## src/rtl/top_cpu.sv

```systemverilog
// rtl/top_cpu.sv - 16-bit execute/writeback slice: arith, mul/div, logic, shift, compare units
// Optional feature macro: TOP_CPU_FLAGS_EN adds registered {Z,N,C,V} flags on flags_wb.
module top_cpu #(
    parameter int WIDTH = 16
) (
    input  logic             clk,
    input  logic             rst,
    input  logic [1:0]       f0,
    input  logic [3:0]       opcode,
    input  logic [WIDTH-1:0] inp1,
    input  logic [WIDTH-1:0] inp2,
    input  logic             cin,
    input  logic             bin,
    output logic [WIDTH-1:0] out,
    output logic [WIDTH-1:0] out_wb
`ifdef TOP_CPU_FLAGS_EN
    ,
    output logic [3:0]       flags_wb
`endif
);

    localparam logic [3:0] OP_ARITH  = 4'b0000;
    localparam logic [3:0] OP_MULDIV = 4'b0001;
    localparam logic [3:0] OP_LOGIC  = 4'b0010;
    localparam logic [3:0] OP_SHIFT  = 4'b0011;
    localparam logic [3:0] OP_CMP    = 4'b0100;

    localparam logic [WIDTH-1:0] ONE     = {{(WIDTH-1){1'b0}}, 1'b1};
    localparam logic [WIDTH-1:0] MIN_NEG = {1'b1, {(WIDTH-1){1'b0}}};
    localparam logic [WIDTH-1:0] MAX_POS = {1'b0, {(WIDTH-1){1'b1}}};
    localparam logic [4:0]       W5      = 5'(WIDTH);

    logic signed [WIDTH-1:0]   a_s;
    logic signed [WIDTH-1:0]   b_s;
    logic signed [2*WIDTH-1:0] prod;
    logic                      div_by_zero;
    logic                      div_ovf;
    logic signed [WIDTH-1:0]   div_b;
    logic signed [WIDTH-1:0]   quo_s;
    logic signed [WIDTH-1:0]   rem_s;
    logic [WIDTH-1:0]          quo;
    logic [WIDTH-1:0]          rem;
    logic [3:0]                sh;
    logic [4:0]                rot_back;
    logic [WIDTH-1:0]          cin_ext;
    logic [WIDTH-1:0]          bin_ext;

    assign a_s     = $signed(inp1);
    assign b_s     = $signed(inp2);
    assign sh      = inp2[3:0];
    assign rot_back = W5 - {1'b0, sh};
    assign cin_ext = {{(WIDTH-1){1'b0}}, cin};
    assign bin_ext = {{(WIDTH-1){1'b0}}, bin};

    // Full signed product from explicitly sign-extended operands
    assign prod = $signed({{WIDTH{inp1[WIDTH-1]}}, inp1}) * $signed({{WIDTH{inp2[WIDTH-1]}}, inp2});

    // Divide-by-zero and MIN/-1 both divide by 1 so the divider never sees an illegal case;
    // MIN/1 already yields quotient MIN and remainder 0, divide-by-zero is overridden below.
    assign div_by_zero = (inp2 == '0);
    assign div_ovf     = (inp1 == MIN_NEG) && (inp2 == '1);
    assign div_b       = (div_by_zero || div_ovf) ? $signed(ONE) : b_s;
    assign quo_s       = a_s / div_b;
    assign rem_s       = a_s % div_b;
    assign quo         = div_by_zero ? '1 : quo_s;
    assign rem         = div_by_zero ? inp1 : rem_s;

    // Execute: demultiplex on opcode, pick the sub-operation with f0
    always_comb begin
        out = '0;
        case (opcode)
            OP_ARITH: begin
                case (f0)
                    2'b00: out = inp1 + inp2 + cin_ext;
                    2'b01: out = inp1 - inp2 - bin_ext;
                    2'b10: out = inp1 + ONE;
                    2'b11: out = inp1 - ONE;
                endcase
            end
            OP_MULDIV: begin
                case (f0)
                    2'b00: out = prod[WIDTH-1:0];
                    2'b01: out = quo;
                    2'b10: out = rem;
                    2'b11: out = prod[2*WIDTH-1:WIDTH];
                endcase
            end
            OP_LOGIC: begin
                case (f0)
                    2'b00: out = inp1 & inp2;
                    2'b01: out = inp1 | inp2;
                    2'b10: out = inp1 ^ inp2;
                    2'b11: out = ~inp1;
                endcase
            end
            OP_SHIFT: begin
                case (f0)
                    2'b00: out = inp1 << sh;
                    2'b01: out = inp1 >> sh;
                    2'b10: out = a_s >>> sh;
                    2'b11: out = (inp1 << sh) | (inp1 >> rot_back);
                endcase
            end
            OP_CMP: begin
                case (f0)
                    2'b00: out = {{(WIDTH-1){1'b0}}, inp1 == inp2};
                    2'b01: out = {{(WIDTH-1){1'b0}}, a_s < b_s};
                    2'b10: out = {{(WIDTH-1){1'b0}}, inp1 < inp2};
                    2'b11: out = (a_s < b_s) ? inp2 : inp1;
                endcase
            end
            default: out = '0;
        endcase
    end

`ifdef TOP_CPU_FLAGS_EN
    logic [3:0] flags_next;
    logic       msb_a;
    logic       msb_b;
    logic       msb_r;
    logic       mul_fits;

    assign msb_a    = inp1[WIDTH-1];
    assign msb_b    = inp2[WIDTH-1];
    assign msb_r    = out[WIDTH-1];
    assign mul_fits = (prod[2*WIDTH-1:WIDTH-1] == '0) || (prod[2*WIDTH-1:WIDTH-1] == '1);

    // Flags derived from the MSBs of operands and result; carry/borrow only for the arithmetic unit
    always_comb begin
        flags_next    = 4'b0000;
        flags_next[3] = (out == '0);
        flags_next[2] = msb_r;
        if (opcode == OP_ARITH) begin
            case (f0)
                2'b00: begin
                    flags_next[1] = (msb_a & msb_b) | ((msb_a | msb_b) & ~msb_r);
                    flags_next[0] = (msb_a == msb_b) && (msb_r != msb_a);
                end
                2'b01: begin
                    flags_next[1] = (~msb_a & msb_b) | ((~msb_a | msb_b) & msb_r);
                    flags_next[0] = (msb_a != msb_b) && (msb_r != msb_a);
                end
                2'b10: begin
                    flags_next[1] = (inp1 == '1);
                    flags_next[0] = (inp1 == MAX_POS);
                end
                2'b11: begin
                    flags_next[1] = (inp1 == '0);
                    flags_next[0] = (inp1 == MIN_NEG);
                end
            endcase
        end else if (opcode == OP_MULDIV && (f0 == 2'b00 || f0 == 2'b11)) begin
            flags_next[0] = ~mul_fits;
        end
    end

    // Flags register alongside the writeback result
    always_ff @(posedge clk) begin
        if (rst) flags_wb <= 4'b0000;
        else     flags_wb <= flags_next;
    end
`endif

    // Writeback register feeding the register-file write port
    always_ff @(posedge clk) begin
        if (rst) out_wb <= '0;
        else     out_wb <= out;
    end

endmodule

```

## config.mk

```make
export PLATFORM = sky130hd
export DESIGN_NAME = top_cpu
export DESIGN_NICKNAME = d
export VERILOG_FILES = /design/src/rtl/top_cpu.sv
export SDC_FILE = /design/constraint.sdc
export NUM_CORES = 2
export LEC_CHECK = 0
export ABC_AREA = 1
export CORE_MARGIN = 2
export CORE_UTILIZATION = 60
export DETAILED_ROUTE_END_ITERATION = 12
export PLACE_DENSITY = 0.78
export SKIP_LAST_GASP = 1
export SLEW_MARGIN = 20
export SYNTH_ARGS = -nofsm -noshare
export SYNTH_HDL_FRONTEND = slang
export SYNTH_SLANG_ARGS = --single-unit
```

## constraint.sdc

```tcl
create_clock -name clk -period 34.9 [get_ports clk]
set_clock_uncertainty 0.05 [all_clocks]
set_input_delay 3.49 -clock clk [delete_from_list [all_inputs] [get_ports clk]]
set_output_delay 3.49 -clock clk [all_outputs]
set_load 0.005 [all_outputs]
```

==> out/summary.txt <==
status: complete, but fails checks
failing checks: negative setup slack
static leakage: 18.4 nW
VDD IR-drop max: 112 uV
ratio of cells with drive above 1 in the final layout: 27.3%
Buffers on Ports: 73
Worst setup SP type: input pin
Fin. Hold Viols: 0
post-route DRC violation count: 0
XOR/XNOR Fraction of Synth Area: 4.80%
Initial DRC Count: 3,365
Total Power: 3.01 mW
Via density: 6.17
post-route ant nets: 0
multiplexer share of the synthesized area: 0.117%
Setup-failing EPs final: 16
top post-synthesis cells by area: fa_1 21%, ha_1 16%, nand2_1 13%
Area growth, synth to finish: 29.7%
post-cts hold buffer count: 0
TritonCTS Buffers: 3
GPL Wtd Cong: 1.06
Compound-Gate Fraction of Synth Area: 15.5%
Rel. slew slack: 24.8%
Initial Util: 61.0%
EDFF count, synth: 0
clock buffer depth: 2
Pwr per Cell Area: 90.4 nW/um2
1st-pass router iterations: 6
gr usage total: 44.3%
Core ar.: 42,100 um2
largest reg by FF count: out_wb
Die Ht: 211 um
Int Pwr: 1.26 mW
leading area contributor after synthesis: fa_1
hold_sp: inp1[13]
crit-path max FO: 8
post-synthesis cell type count: 67
Final Max Tran Viols: 0
Peak Freq: 27.9 MHz
initial antenna violation count: 3
Largest regs: out_wb: 16 flops
critical path class: input pin to output pin
number of global-route vias before repair: 29,000
Root Buffer: clkbuf_16
CTS H-Tree Depth: 1
first-pass GRT wire length: 154 mm
worst hold path type: input pin to register
overflow left after global routing: 0
multi-input logic area: 23,600 um2
Sequential Power Share: 0.7%
Finished Cell Area: 33,400 um2
Worst Path Required: 31.36 ns
Post-Synth Simple-Gate Area: 27.7%
CTS clk-pin slew, worst paths: 0.06 ns
routed wire length: 111 mm
Psw: 1.75 mW
predominant post-synthesis flop cell: dfxtp_1
syn avg cell area: 6.62 um2
drt wl/cell: 22.1 um
Setup crit end kind: output pin
sequential share of the synthesized area: 1.25%
fraction of registers with async set/reset: 0%
Tmin final: 35.90 ns
Die X: 211 um
commonest cells after routing, fill and taps aside: 779 x nand2_1, 676 x inv_1, 641 x buf_4
Slew @ Worst Pin: 1.10 ns
CP dominant cell by count: nand2_2
post-synth top area share: 20.9%
Hold Path Cell Cnt: 6
placed cells: 4,910
hold_ws: 4.00 ns
commonest non-fill, non-tap cell in the layout: nand2_1
Sequential Area: 320 um2
Clock Power Share: 0.9%
RSZ-0062 raised after global routing: true
post-synthesis adder-cell area fraction: 37.0%
fill count: 2,865
area of the mapped netlist: 25,700 um2
Ports: 74
largest net degree at the start of global routing: 55
via count: 31,000
max cap viols: 0
largest family of logic cells by synthesized area: adder cells
FF+latch count, synth: 16
Hold EP: out_wb[13]$_SDFF_PP0_
final std cells w/o fill: 5,018
Layout Nets: 5,121
warning count from the yosys run: 0
Cells after Synth: 3,881
Mapped Nets: 4,523
CTS tree: built
combinational share of power: 98.4%
post-DP HPWL: 77.8 mm
CTS sink count: 16
DP Area: 30,700 um2
switching share of power: 58.1%
setup ws final: -1.00 ns
crit path from: inp1[0]
Core Rows: 75
crit path DAT: 32.36 ns
critical path's slowest cell: a311oi_2
Largest stage delay, worst path: 0.35 ns
Tcrit/Tclk final: 103%
Die Area: 44,500 um2
max FFs per register: 16
cells by family (layout without fill, tap and decap cells):
logic type      count (synthesis)  count (layout)
fa+ha+maj                     600             600
simple gates                 1567            1568
mux                             3               3
other cells                     0               1
buf+inv                       882            1478
flops                          16              16
compound gates                672             672
xor+xnor                      141             141
metal layers:
layer,wire [um],vias to the layer above,global-route usage [%]
met1,37100,14300,51.2
li1,-,13600,-
met2,49400,2188,74.2
met3,12600,891,8.12
met5,33,-,0
met4,11800,4,31.7
critical path, delay by kind of cell:
family | cells | cell delay [ns]
xor+xnor | 4 | 0.59
compound gates | 55 | 9.03
fa+ha+maj | 17 | 4.19
buf+inv | 24 | 1.94
simple gates | 131 | 13.03
power groups by stage:
stage                     Sequential, mW  Combinational [mW]  Clock [mW]
after global routing              0.0210                3.21      0.0274
after floorplan                   0.0215                1.66           0
after CTS                         0.0209                2.61      0.0268
final                             0.0209                2.97      0.0267
after global placement            0.0212                2.48           0
after detailed placement          0.0213                2.54           0
synth_stat cells, types with 6 or more instances:
cell type,number
nor4_1,14
nand2_4,10
buf_2,22
o31ai_1,13
xor2_1,94
inv_1,703
nor3_1,37
ha_1,332
and2_1,14
a211oi_1,11
buf_6,14
nand4_1,32
o21ai_1,16
nor2_1,229
a311oi_1,7
xnor2_1,47
a21o_1,16
buf_4,6
fa_1,268
a21oi_1,231
o21ai_2,7
clkbuf_1,77
o21ai_0,205
o21a_1,7
o21bai_1,32
dfxtp_1,16
inv_4,6
o211ai_1,30
nand3_1,173
clkinv_1,11
nor2_4,7
nand3_2,42
a31oi_1,19
nor2_2,12
inv_2,16
a2111oi_0,12
nand3b_1,6
o2111ai_1,15
o221ai_1,13
nand2_1,895
buf_1,25
o22ai_1,10
nand2_2,27
or2_2,53
final cells by class:
cell class / count / area share [%]
diodes: 1 / 0.00750
clock buffers: 4 / 0.266
inverters: 738 / 8.49
multi-input cells: 2984 / 70.9
flip-flops and latches: 16 / 0.960
well taps: 539 / 2.02
repair buffers: 735 / 17.4
repair inverters: 1 / 0.0225
per-stage QoR:
step	utilization (%)	setup TNS [ns]	setup WS [ns]
detailed placement	72.8	-14.16	-1.37
finish	79.2	-10.33	-1.00
global placement	72.8	-1.05	-0.286
global route	79.2	-33.56	-2.45
floorplan	-	0	0.0774
CTS	73.9	0	0.00290
how the worst max path moves through the flow:
stage                     slack (ns)      end
after floorplan                 0.08  out[12]
after global placement         -0.29  out[12]
after detailed placement       -1.37  out[12]
after CTS                      0.003   out[8]
after global routing           -2.45  out[14]
final                          -1.00  out[12]
what timing repair did:
item | CTS | global route
endpoints found under the setup margin | 16 | 16
setup buffers | 21 | 81
gates cloned | 1 | 1
gates resized for setup | 82 | 449
pin swaps | 41 | 274
No activity file was read; power rests on OpenSTA's default activity.
